## config.mk

```make
export PLATFORM = sky130hd
export DESIGN_NAME = ship_laser_controller
export DESIGN_NICKNAME = d
export VERILOG_FILES = /design/src/rtl/ship_laser_controller_pkg.sv /design/src/rtl/ship_laser_controller_fire_edge_detect.sv /design/src/rtl/ship_laser_controller.sv
export SDC_FILE = /design/constraint.sdc
export NUM_CORES = 1
export LEC_CHECK = 0
export BUFFER_PORTS_ARGS = -buffer_cell sky130_fd_sc_hd__buf_2
export CAP_MARGIN = 0
export CELL_PAD_IN_SITES_DETAIL_PLACEMENT = 0
export CELL_PAD_IN_SITES_GLOBAL_PLACEMENT = 1
export CORE_MARGIN = 3
export CORE_UTILIZATION = 39
export DETAILED_ROUTE_END_ITERATION = 7
export GPL_ROUTABILITY_DRIVEN = 1
export PLACE_DENSITY = 0.76
export SYNTH_ARGS = -nofsm -noshare
export SYNTH_HDL_FRONTEND = slang
export SYNTH_SLANG_ARGS = --single-unit
```

## constraint.sdc

```tcl
create_clock -name clk_master -period 2.2 [get_ports clk_master]
set_input_delay 0.11 -clock clk_master [delete_from_list [all_inputs] [get_ports clk_master]]
set_output_delay 0.11 -clock clk_master [all_outputs]
set_load 0.01 [all_outputs]
```

## src/rtl/ship_laser_controller_pkg.sv

```systemverilog
// Shared constants, FSM encoding and launch geometry for the player laser engine.
package ship_laser_controller_pkg;

  localparam logic [9:0] TOP_BOUND  = 10'd35;
  localparam logic [9:0] SHIP_Y     = 10'd480;
  localparam logic [9:0] SHIP_WIDTH = 10'd24;
  localparam logic [9:0] LASER_W    = 10'd2;
  localparam logic [9:0] LASER_H    = 10'd8;
  localparam logic [9:0] LASER_STEP = 10'd4;

  localparam int COOLDOWN_TICKS = 8;
  localparam int CD_W           = 8;

  typedef enum logic [1:0] {
    ST_IDLE     = 2'd0,
    ST_FLIGHT   = 2'd1,
    ST_COOLDOWN = 2'd2
  } state_t;

  // Laser is centred horizontally on the ship's nose.
  function automatic logic [9:0] launch_x(input logic [9:0] ship_x);
    return ship_x + SHIP_WIDTH / 10'd2 - LASER_W / 10'd2;
  endfunction

endpackage

```

## src/rtl/ship_laser_controller_fire_edge_detect.sv

```systemverilog
// Button level register with a one-cycle rising-edge pulse; reusable for any debounced button.
module ship_laser_controller_fire_edge_detect (
  input  logic clk,
  input  logic rst,
  input  logic level,
  output logic rise
);

  logic level_q;

  always_ff @(posedge clk or posedge rst) begin
    if (rst) level_q <= 1'b0;
    else     level_q <= level;
  end

  assign rise = level & ~level_q;

endmodule

```

## src/rtl/ship_laser_controller.sv

```systemverilog
// Player laser engine: launch from ship nose, step upward per tick, retire on hit/top, then cool down.
// Optional AUTOFIRE_EN: fire level (not edge) launches from IDLE, so a held button keeps refiring.
module ship_laser_controller
  import ship_laser_controller_pkg::*;
(
  input  logic       clk_master,
  input  logic       d_reset,
  input  logic       tick_laser,
  input  logic       d_fire,
  input  logic [9:0] ship_x,
  input  logic       hit,
  output logic [9:0] laser_x,
  output logic [9:0] laser_y,
  output logic       laser_active,
  output logic       laser_fired
);

  state_t          state;
  state_t          state_next;
  logic            fire_edge;
  logic            launch;
  logic            at_top;
  logic [CD_W-1:0] cd_cnt;

  ship_laser_controller_fire_edge_detect u_fire_edge (
    .clk   (clk_master),
    .rst   (d_reset),
    .level (d_fire),
    .rise  (fire_edge)
  );

`ifdef AUTOFIRE_EN
  assign launch = d_fire;
`else
  assign launch = fire_edge;
`endif

  // One more step would cross the first visible line.
  assign at_top = (laser_y < TOP_BOUND + LASER_STEP);

  always_ff @(posedge clk_master or posedge d_reset) begin
    if (d_reset) state <= ST_IDLE;
    else         state <= state_next;
  end

  always_comb begin
    state_next = state;
    case (state)
      ST_IDLE:     if (launch) state_next = ST_FLIGHT;
      ST_FLIGHT:   if (hit || (tick_laser && at_top)) state_next = ST_COOLDOWN;
      ST_COOLDOWN: if (cd_cnt == CD_W'(COOLDOWN_TICKS)) state_next = ST_IDLE;
      default:     state_next = ST_IDLE;
    endcase
  end

  always_comb begin
    laser_active = (state == ST_FLIGHT);
  end

  always_ff @(posedge clk_master or posedge d_reset) begin
    if (d_reset) begin
      laser_x     <= '0;
      laser_y     <= '0;
      laser_fired <= 1'b0;
      cd_cnt      <= '0;
    end else begin
      laser_fired <= 1'b0;
      case (state)
        ST_IDLE: begin
          if (launch) begin
            laser_x     <= launch_x(ship_x);
            laser_y     <= SHIP_Y - LASER_H;
            laser_fired <= 1'b1;
          end
        end
        ST_FLIGHT: begin
          if (!hit && tick_laser && !at_top) laser_y <= laser_y - LASER_STEP;
        end
        default: ;
      endcase
      // Counter rests at zero outside COOLDOWN, so it is already clear on entry.
      if (state != ST_COOLDOWN) cd_cnt <= '0;
      else if (tick_laser)      cd_cnt <= cd_cnt + 1'b1;
    end
  end

endmodule

```

* After elaboration in Yosys (flattened, before gate mapping)
Cells that the tools add are included.
** Storage, ports and cells
- Register bits after elaboration :: 32
- Logic and storage cells :: 44
** Operators by class
- $add $sub $neg :: 4
- $lt $le $gt $ge :: 1
- Equal/unequal tests :: 8
- Multiplexer cells :: 11
- Bitwise gates (word level) :: 2
- Reduce and logical (&&, ||, !) cells :: 12
** Operators with widths (number)
- 2-to-1 mux 10 bit :: 2
- one-hot mux 10 bit (2 select lines) :: 1
- 2-to-1 mux 8 bit :: 2
- adder 10 x 4 -> 10 bit (second input constant) :: 1
- < comparator 10 x 6 -> 1 bit (second input constant) :: 1
- subtractor 10 x 1 -> 10 bit (second input constant) :: 1
- subtractor 10 x 3 -> 10 bit (second input constant) :: 1
- adder 8 x 1 -> 8 bit (second input constant) :: 1
- == test 8 x 4 -> 1 bit (second input constant) :: 1
- 2-to-1 mux 2 bit :: 3
- inequality test 2 bit (second input constant) :: 3
- one-hot mux 2 bit (3 select lines) :: 1
- AND reduction 3 bit :: 2
- inequality test 2 x 1 -> 1 bit (second input constant) :: 2
- nonzero test 2 bit :: 2
- logical AND 1 bit :: 3
- == test 2 x 1 -> 1 bit (second input constant) :: 1
- == test 2 bit (second input constant) :: 1
- logical NOT 1 bit :: 2
- logical NOT 2 bit :: 1
- 2-to-1 mux 1 bit :: 2
- AND reduction 2 bit :: 1
- bitwise AND 1 bit :: 1
- logical OR 1 bit :: 1
- NOT 1 bit :: 1

* Longest topological paths before layout
Gate-level depths: netlist (run 1).
- Depth after elaboration :: 5
- Depth in mapped cells :: 6
- Gate-level depth less buffers :: 6

* Cells and area by module
Synthesis (run 1) repeated with hierarchy kept, for this count alone.
** Second synthesis, totals
- Cells, all modules :: 154
- Area total of the unflattened synthesis :: 1549.0 µm²
** Modules (own cells, without submodules)
- ship_laser_controller :: times used 1, cells each 151, area each 1506.4 µm², sequential area each 725.7 µm²
- ship_laser_controller_fire_edge_detect :: times used 1, cells each 3, area each 42.5 µm², sequential area each 25.0 µm²

* Worst setup path before layout (run 1)
No wires, ideal clock.
- Kind :: flip-flop to flip-flop
- Start :: register laser_y[7]
- End :: register laser_y[4]
- Arrival time :: 1574 ps
- Data required time :: 2060 ps
- Path slack :: 487 ps
- Cell stages (with the launch flop) :: 6
- Buffers on the path :: 1
- Clock period less this slack :: 1713 ps
- Cells stage by stage :: dfrtp_1 > or4_1 > buf_2 > o21a_4 > a211oi_2 > a31oi_1
** On the way
- Word-level cells in the longest chain between the ends :: 5
** RTL lines
- start: declaration :: line ship_laser_controller.sv:13 : output logic [9:0] laser_y,
- start signal: assignment :: line ship_laser_controller.sv:72 : laser_y <= SHIP_Y - LASER_H;
- start signal: assignment :: line ship_laser_controller.sv:77 : if (!hit && tick_laser && !at_top) laser_y <= laser_y - LASER_STEP;
- < comparator 10 x 6 -> 1 bit :: line ship_laser_controller.sv:39 : assign at_top = (laser_y < TOP_BOUND + LASER_STEP);
- logical NOT 1 bit :: line ship_laser_controller.sv:77
- logical AND 1 bit :: line ship_laser_controller.sv:77
- inequality test 2 x 1 -> 1 bit (no line)
- AND reduction 3 bit (no line)
Every way passes these cells.
A chain may end at the register's enable or synchronous reset.

* Worst setup path after layout (run 1)
Ends and elaborated chain as after synthesis.

==> results of run 1 <==
[metal layers]
metal / up-vias / global-route usage, %
li1: 608 / -
met1: 564 / 18.32
met2: 35 / 23.35
met3: 4 / 4.762
met4: 0 / 8.933
met5: - / 0
[power by group through the flow]
stage,Combinational (W),Clock (W),Sequential [W]
2_1_floorplan,0.000244,0,0.000832
4_1_cts,0.000489,0.000549,0.000786
5_1_grt,0.000551,0.000580,0.000809
3_5_place_dp,0.000487,0,0.000789
3_3_place_gp,0.000476,0,0.000786
6_report,0.000475,0.000531,0.000783
[path summary, 6_finish.rpt]
path / depth (start not counted) / slack, ps / endpoint / from
setup / recovery: 4 / 420 / laser_y[4] / laser_y[7]
min in group asynchronous: 4 / 430 / cd_cnt[3] / d_reset
hold reg to reg: 2 / 480 / laser_x[6] / laser_x[6]
max in group asynchronous: 4 / 1500 / state[1] / d_reset
setup reg to reg: 4 / 420 / laser_y[4] / laser_y[7]
hold / removal: 2 / 70 / laser_x[0] / ship_x[0]
[cell usage after synthesis (all sizes together) (2+ instances only)]
cell,count,area (sq um)
nor2,13,48.80
o21ai,14,70.07
nand2b,2,12.51
buf,3,20.01
or4b,2,20.02
o21a,3,30.02
and3,2,12.51
inv,9,33.78
nand4,7,43.79
ha,4,50.05
nor3,3,15.01
xor2,15,131.4
mux2i,2,20.02
or3,2,12.51
dfrtp,30,750.7
o211ai,2,15.01
a21oi,5,25.02
clkbuf,5,18.77
nor4,2,12.51
nand2,17,63.81
[sequential cells by signal, summed over array words and instances, names as in the netlist]
name	count
cd_cnt	8
state	2
laser_fired	1
u_fire_edge.level_q	1
laser_y	8
laser_x	10
[through the flow]
step / cell area, sq um / util [%] / setup WS, ps / total power [W] / cells
CTS: 1846 / 52.42 / 430.3 / 0.001824 / 240
finish: 1846 / 52.42 / 421.3 / 0.001789 / 240
detailed placement: 1717 / 48.76 / 445.1 / 0.001276 / 230
global placement: 1717 / 48.76 / 490.1 / 0.001261 / 230
global route: 1846 / 52.42 / 330.0 / 0.001941 / 240
floorplan: 1513 / - / 486.6 / 0.001076 / 156
[critical path, delay by kind of cell, from the launching register on]
family	cells	cell delay, ps
and+or+nand+nor	1	670
AOI/OAI and AO/OA	3	560
DFF	1	420
[timing repair]
item | in CTS | in global routing
endpoints found under the setup margin | 0 | 0
hold buffers | 2 | 0
endpoints found under the hold margin | 31 | 0
gates resized for setup | 0 | 0
[kinds of logic (layout without fill, tap and decap cells)]
kind of cell / after synthesis / count (layout)
AOI/OAI and AO/OA: 29 / 29
xor gates and xnor gates: 16 / 16
adders and majority gates: 4 / 4
buffers and inverters: 17 / 55
DFF: 30 / 30
muxes: 2 / 2
other: 1 / 2
and+or+nand+nor: 56 / 56
[cell type report]
| cell class | instances | area (sq um) |
|---|---|---|
| Fill cell | 347 | 1675 |
| Sequential cell | 30 | 750.7 |
| Multi-Input combinational cell | 109 | 689.4 |
| Timing Repair Buffer | 38 | 205.2 |
| Clock buffer | 5 | 68.82 |
| Tap cell | 46 | 57.56 |
| Clock inverter | 3 | 40.04 |
| Inverter | 9 | 33.78 |
==> flow_summary_export.csv, run 1 <==
group,metric,value,unit
synthesis,synth_xor_xnor_area_share,9.287,%
grt,grt_pass1_vias,1187,
timing,finalSetupViolCount,0,
layout,antenna_cells,0,
floorplanning,start_util,42.86,%
timing,hold_viol_final,0,
floorplanning,die_h,68.20,microns
worst_setup_path,crit_path_start_kind,"register",
drt,vias,1211,
worst_hold_path,hold_class,"input port to register",
synthesis,ys_seq_elements,30,
placement,hpwl,2160,microns
floorplanning,core,3521,sq um
layout,area_growth,22.31,%
synthesis,ys.flop_type,"dfrtp_1",
synthesis,ys_warn_count,0,
run_status,status,"complete, no violations",
clocking,clockRootBuffer,"clkbuf_8",
clocking,post_cts_buffers,0,
floorplanning,row_count,21,
pwr,p_clk_share,29.7,%
drt,ant_nets,0,
synthesis,syn_avg_cell_area,9.735,sq um
synthesis,synthCells,155,
clocking,cts-buffers-inserted,5,
drt,firstDrtPassIters,6,
drt,via_per_inst,5.046,
synthesis,synth_top_family_by_area,"simple AND/OR/NAND/NOR gates",
layout,drive_gt1_share,24.74,%
synthesis,synth-adder-area-share,3.317,%
timing,fin_hold_ws,70.18,ps
layout,layout_common_cells,"buf_2, dfrtp_1, nand2_1, xor2_1, o21ai_0",
synthesis,synthMuxAreaShare,1.327,%
synthesis,synth_edf_count,0,
drt,drtIter0Drc,20,
clocking,cts_tree,"yes",
clocking,clk_latency,280,ps
worst_setup_path,path_class,"register to register",
drt,wl_per_cell,11.77,microns
clocking,clockBufferDepth,2,
timing,period_share,80.85,%
clocking,clk_pin_slew,60,ps
worst_setup_path,worstSetupEndpointType,"register",
timing,tns,0,ps
grt,grt_usage,15.09,%
synthesis,synth-simple-area-share,19.24,%
pwr,p_int,0.001220,W
clocking,htreeDepth,2,
synthesis,synth_compound_area_share,12.02,%
pwr,ir_worst_vdd,607.1,uV
floorplanning,die_w,68.20,microns
drt,met1_length,1232,microns
flow_run,cap_viol_max_count,0,
grt,overflow,0,
synthesis,async_flop_share,100.0,%
grt,antenna_found_initial,0,
drt,top_layer,"met4",
synthesis,netlist_area,1509,sq um
pwr,seqPwrFrac,43.8,%
timing,timing.final.max_slew_violations,0,
drt,routed-wl-met3,217,microns
layout,final_common_cell,"buf_2",
floorplanning,dieArea,4651,sq um
timing,period_needed,1779,ps
worst_setup_path,critPathRequiredTime,2350,ps
worst_setup_path,cp_max_fo,6,
layout,final_nets,212,
synthesis,ys_types,36,
pwr,p_switching,0.0005686,W
pwr,p_leak,0.8805,nW
timing,clock.fmax,562.2,MHz
clocking,clock-sinks,30,
worst_setup_path,cp_slowest_cell,"or4_1",
floorplanning,io_pins,37,
grt,grt_pass1_wl,5119,microns
timing,rsz0062_at_grt,"no",
drt,route.met2.wl,1353,microns
grt,grt_max_degree,31,
worst_setup_path,arrival,1920,ps
placement,portBuffers,34,
drt,drc_errors,0,
pwr,p_per_area,969.3,nW/um^2
worst_setup_path,crit_chain,"or4_1, o21a_4, a211oi_2, a31oi_1",
worst_setup_path,cp_slowest_stage_delay,670,ps
synthesis,seq_area_frac_synth,49.75,%
drt,routed_wl,2824,microns
placement,gp_congestion,0.7335,
pwr,p_sw_share,31.78,%
timing,clock_skew,2.709,ps
pwr,power_frac_comb,26.6,%
(Power assumes the default switching activity.)
==> inputs of run 2 (changes only) <==
CORE_UTILIZATION = 36   (was 39)
PLACE_DENSITY = 0.74   (was 0.76)
clock period = 1.5 ns   (was 2.2 ns; I/O delays follow)
==> run 2 against run 1 <==
The flow now finishes with violations (setup timing). Flip-flop and latch count unchanged. Combinational power grew 65%. Critical path type unchanged. Critical path depth is the same. Largest cell class unchanged. Largest power group unchanged. Sequential share of layout area fell by 2.6 points.
==> flow_summary_export.csv, run 2 (synthesized netlist as in run 1, its figures left out) <==
group,metric,value,unit
placement,dp_cells,240,
layout,area_growth,30.68,%
worst_setup_path,r2r_cells,4,
floorplanning,io_pins,37,
placement,hpwl,2364,microns
layout,final_nets,220,
run_status,status,"finished, violations left",
grt,grt_pass1_wl,5651,microns
drt,firstDrtPassIters,4,
worst_setup_path,cp_max_fo,6,
grt,grt_usage,13.91,%
floorplanning,die_w,70.74,microns
clocking,htreeDepth,2,
pwr,p_per_area,1484,nW/um^2
layout,final_common_cell,"buf_2",
timing,finalSetupViolCount,3,
drt,wl_per_cell,12.96,microns
flow_run,cap_viol_max_count,0,
timing,timing.final.max_slew_violations,0,
layout,top_regs,"laser_x: 10 flops, cd_cnt: 8 flops, laser_y: 8 flops",
floorplanning,core,3854,sq um
grt,grt_max_degree,31,
worst_hold_path,hold_class,"input port to register",
clocking,post_cts_buffers,0,
floorplanning,row_count,22,
worst_setup_path,crit_path_start_kind,"register",
worst_setup_path,startpoint,"laser_y[6]",
clocking,cts_tree,"yes",
run_status,violations,"setup timing",
worst_setup_path,r2r-start,"laser_y[6]",
clocking,clk_pin_slew,60,ps
layout,design_area,1972,sq um
layout,drive_gt1_share,29.70,%
timing,period_needed,1583,ps
timing,fin_hold_ws,29.99,ps
clocking,clk_latency,280,ps
worst_setup_path,arrival,1730,ps
layout,largest_register_ffs,10,
worst_setup_path,critPathRequiredTime,1650,ps
floorplanning,dieArea,5004,sq um
drt,vias,1261,
worst_setup_path,rrSetupSlack,-80,ps
drt,drc_errors,0,
timing,hold_viol_final,0,
clocking,cts-buffers-inserted,5,
grt,antenna_found_initial,0,
worst_setup_path,worstSetupEndpointType,"register",
floorplanning,start_util,39.16,%
clocking,clockBufferDepth,2,
drt,ant_nets,0,
worst_hold_path,min_path_cells,2,
worst_hold_path,min_to,"laser_x[0]",
layout,layout_common_cells,"buf_2, dfrtp_1, nand2_1, xor2_1, o21ai_0",
drt,routed_wl,3239,microns
clocking,clock-sinks,30,
layout,top_register,"laser_x",
layout,antenna_cells,0,
placement,gp_congestion,0.8939,
grt,grt_pass1_vias,1242,
pwr,ir_worst_vdd,610.7,uV
layout,instances_no_fill,250,
grt,overflow,0,
layout,final_util,51.17,%
timing,clock_skew,4.461,ps
floorplanning,die_h,70.74,microns
worst_setup_path,r2r-end,"laser_y[4]",
pwr,p_leak,0.9418,nW
clocking,clockRootBuffer,"clkbuf_8",
worst_hold_path,hold_path.startpoint,"ship_x[0]",
drt,via_per_inst,5.044,
placement,postPlaceCellArea,1789,sq um
worst_setup_path,path_class,"register to register",
drt,drtIter0Drc,65,
timing,rsz0062_at_grt,"yes",
timing,period_share,105.6,%
timing,clock.fmax,631.6,MHz
timing,finalWorstSetupSlack,-83.40,ps
placement,portBuffers,34,
## run 2: area by class of cell
type / instances / area, sq um
Clock buffer: 6 / 82.58
Clock inverter: 2 / 60.06
Fill cell: 376 / 1882
Inverter: 9 / 33.78
Multi-Input combinational cell: 109 / 715.7
Sequential cell: 30 / 750.7
Tap cell: 48 / 60.06
Timing Repair Buffer: 46 / 269.0
## run 2: metrics by stage
| step | power (W) | worst slack, ps | setup TNS, ps |
|---|---|---|---|
| after floorplan | 0.001586 | -139.7 | -263.0 |
| after global placement | 0.001906 | -108.6 | -193.5 |
| after detailed placement | 0.001931 | -150.4 | -412.0 |
| after CTS | 0.002968 | -65.89 | -115.4 |
| after global routing | 0.003117 | -134.4 | -426.5 |
| final | 0.002927 | -83.40 | -171.9 |
## run 2: critical path, stage by stage (launching register included)
cell and delay (ps):
dfrtp_1 380, or4_4 590, o21a_4 240, a211oi_2 190
a31oi_1 60
## run 2: worst max path at each step
stage,to,slack (ps),depth (start not counted)
after floorplan,laser_y[4],-140,5
after global placement,laser_y[4],-110,4
after detailed placement,laser_y[4],-150,4
after CTS,laser_y[4],-70,4
after global routing,laser_y[4],-130,4
final,laser_y[4],-80,4
## run 2: where the power goes
group | internal, W | switching [W]
clock network | 0.000708 | 0.000298
logic | 0.000346 | 0.000436
registers | 0.00100 | 0.000136
total | 0.00206 | 0.000870
## run 2: routing by layer
| layer | vias up | track usage (%) | part of all wire [%] |
|---|---|---|---|
| met5 | - | 0 | 0 |
| met4 | 0 | 5.010 | 0.52 |
| met3 | 2 | 4.119 | 7.9 |
| met2 | 41 | 21.83 | 47 |
| met1 | 595 | 18.19 | 44 |
| li1 | 623 | - | - |
## run 2: timing repair
item | in CTS | in global routing
hold buffers | 2 | 0
gates resized for setup | 3 | 2
endpoints found under the setup margin | 8 | 8
hold endpoints to repair | 31 | 0
pin swaps | 1 | 5
gates cloned | 0 | 0
==> inputs of run 3 (changes only) <==
PLACE_DENSITY = 0.73   (was 0.74)
SYNTH_HIERARCHICAL = 1   (was default)
==> run 3 against run 2 <==
The flow now finishes without violations. Clock power decreased by 22%. Maximum frequency up 10%. Cell area up 0.13%. Combinational power shrank 8.4%. Critical endpoint is now laser_y[5].
==> flow_summary_export.csv, run 3 <==
group,metric,value,unit
run_status,status,"complete, no violations",
synthesis,synthTopCellsByArea,"dfrtp_1, xor2_1, o21ai_0",
floorplanning,row_count,23,
layout,final_util,48.32,%
layout,final_nets,221,
layout,drive_gt1_share,30.05,%
layout,multi_input_comb_area,748.2,sq um
drt,vias,1248,
synthesis,async_flop_share,100.0,%
synthesis,seq_area_frac_synth,48.47,%
worst_setup_path,cp_common_cell,"buf_4",
timing,period_share,95.89,%
layout,top_regs,"laser_x: 10 flops, cd_cnt: 8 flops, laser_y: 8 flops",
worst_setup_path,arrival,1610,ps
drt,routed_wl,3251,microns
drt,drtIter0Drc,85,
floorplanning,die_h,71.60,microns
worst_setup_path,cp_slowest_stage_delay,450,ps
grt,overflow,0,
worst_setup_path,crit_path_start_kind,"register",
synthesis,synth_top_family_by_area,"simple AND/OR/NAND/NOR gates",
clocking,clk_pin_slew,70,ps
timing,clock_skew,8.145,ps
pwr,p_switching,0.0008388,W
timing,fin_hold_ws,19.01,ps
synthesis,synthMuxAreaShare,1.292,%
floorplanning,die_w,71.60,microns
drt,wl_per_cell,12.85,microns
worst_setup_path,path_class,"register to register",
timing,rsz0062_at_grt,"yes",
layout,largest_register_ffs,10,
synthesis,synth.most_common_cell,"dfrtp_1",
synthesis,synth_area_leader_cell,"dfrtp_1",
grt,antenna_found_initial,0,
synthesis,synth_edf_count,0,
floorplanning,core,4086,sq um
clocking,htreeDepth,2,
clocking,clockBufferDepth,2,
layout,final_common_cell,"buf_2",
synthesis,synth_compound_area_share,11.79,%
drt,drc_errors,0,
grt,grt_pass1_vias,1250,
worst_setup_path,worstSetupEndpointType,"register",
placement,pre_cts_ws,0.2173,ps
timing,timing.final.max_slew_violations,0,
drt,via_per_inst,4.933,
synthesis,syn_avg_cell_area,10.06,sq um
synthesis,ys_warn_count,6,
layout,layout_common_cells,"buf_2, dfrtp_1, nand2_1, o21ai_0, nor2_1",
grt,grt_usage,14.30,%
synthesis,ys_seq_elements,30,
timing,finalWorstSetupSlack,61.65,ps
synthesis,ys_types,36,
worst_hold_path,hold_class,"input port to register",
placement,portBuffers,34,
layout,top_register,"laser_x",
pwr,p_per_area,1336,nW/um^2
worst_setup_path,cp_max_fo,5,
layout,seq_area,752.0,sq um
floorplanning,io_pins,37,
worst_setup_path,crit_chain,"nor4_4, buf_4, buf_4, nor4b_2, xnor2_1, nor2_1",
layout,num-fill-cells,402,
worst_setup_path,critPathRequiredTime,1670,ps
timing,clock.fmax,695.2,MHz
synthesis,synthCells,154,
timing,finalSetupViolCount,0,
placement,hpwl,2440,microns
worst_setup_path,rrSetupSlack,60,ps
worst_setup_path,r2r-start,"laser_y[8]",
flow_run,cap_viol_max_count,0,
layout,area_growth,27.46,%
grt,grt_pass1_wl,5678,microns
drt,firstDrtPassIters,4,
clocking,cts_tree,"yes",
worst_setup_path,r2r-end,"laser_y[5]",
synthesis,synth_xor_xnor_area_share,8.481,%
worst_hold_path,min_to,"laser_x[0]",
pwr,p_clk_share,30.0,%
clocking,cts-buffers-inserted,5,
clocking,clk_latency,280,ps
pwr,seqPwrFrac,42.9,%
timing,period_needed,1438,ps
synthesis,ys.flop_type,"dfrtp_1",
pwr,p_leak,0.8977,nW
worst_setup_path,r2r_cells,6,
worst_setup_path,cp_slowest_cell,"dfrtp_1",
worst_hold_path,min_path_cells,2,
clocking,clockRootBuffer,"clkbuf_8",
synthesis,synth-adder-area-share,3.231,%
worst_hold_path,hold_path.startpoint,"ship_x[0]",
pwr,p_sw_share,31.79,%
synthesis,synthTopCellsByCount,"dfrtp_1, nand2_1, o21ai_0",
pwr,power_frac_comb,27.1,%
floorplanning,start_util,37.91,%
placement,gp_congestion,0.7783,
clocking,clock-sinks,30,
layout,antenna_cells,0,
synthesis,synth-simple-area-share,21.89,%
pwr,ir_worst_vdd,504.3,uV
grt,grt_max_degree,30,
pwr,p_int,0.001800,W
timing,hold_viol_final,0,
floorplanning,dieArea,5126,sq um
drt,ant_nets,0,
synthesis,netlist_area,1549,sq um
synthesis,yosysTopAreaCellShare,48.47,%
[run 3: cell count changes in the layout (fill, tap and decap cells not counted), sizes merged, moves of 2 or more]
cell and change:
a31oi +2, o21a -2, xnor2 +2, nand4 -4, nor2b +2, clkinv +2
xor2 -3, or4b -2
[run 3: how the worst max path moves through the flow]
stage                       endpoint       start  slack (ps)
after global routing      laser_y[8]  laser_y[2]         -50
after global placement    laser_y[4]  laser_y[7]          90
after detailed placement  laser_y[4]  laser_y[7]         0.2
final                     laser_y[5]  laser_y[8]          60
after floorplan           laser_y[4]  laser_y[7]          30
after CTS                 laser_y[7]  laser_y[4]          20
[run 3: critical path: cells and delay by family (launching register included)]
| family | cells | cell delay [ps] |
|---|---|---|
| DFF | 1 | 450 |
| buffers and inverters | 2 | 300 |
| and+or+nand+nor | 3 | 410 |
| xor gates and xnor gates | 1 | 150 |
[run 3: logic make-up (layout without fill, tap and decap cells)]
group           count (synthesis)  in the layout
compound gates                 31             31
xor+xnor                       15             15
fa+ha+maj                       4              4
buf+inv                        16             64
flops                          30             30
mux                             2              2
other cells                     1              2
simple gates                   55             55
[run 3: what timing repair did]
action / in CTS / in global routing
hold buffers: 2 / 0
setup buffers: 1 / 1
resized for setup: 0 / 3
pin swaps: 1 / 1
setup endpoints to repair: 1 / 4
hold endpoints to repair: 31 / 0
[run 3: per-layer routing]
layer  global-route usage, %  part of all wire (%)  up-vias
met3                   5.049                   5.4        7
li1                        -                     -      624
met5                       0                     0        -
met1                   17.32                    43      587
met4                   6.472                   2.1        0
met2                   22.86                    49       30
[run 3: power groups by stage]
stage | Sequential, W | Combinational [W] | Clock, W
after global routing | 0.00116 | 0.000821 | 0.000859
after CTS | 0.00114 | 0.000730 | 0.000819
after floorplan | 0.00120 | 0.000344 | 0
final | 0.00113 | 0.000716 | 0.000791
after detailed placement | 0.00115 | 0.000728 | 0
after global placement | 0.00114 | 0.000713 | 0
[run 3: area by class of cell]
class	instances	share of cell area, %
Clock buffer	5	3.485
Clock inverter	3	2.028
Inverter	10	1.901
Multi-Input combinational cell	109	37.90
Sequential cell	30	38.09
Tap cell	50	3.169
Timing Repair Buffer	46	13.43
[run 3: through the flow]
step | area (sq um) | total power [W] | TNS, ps | instances
floorplan | 1553 | 0.001541 | 0 | 155
global placement | 1812 | 0.001849 | 0 | 241
detailed placement | 1812 | 0.001874 | 0 | 241
CTS | 1948 | 0.002688 | 0 | 252
global route | 1974 | 0.002843 | -83.41 | 253
finish | 1974 | 0.002639 | 0 | 253
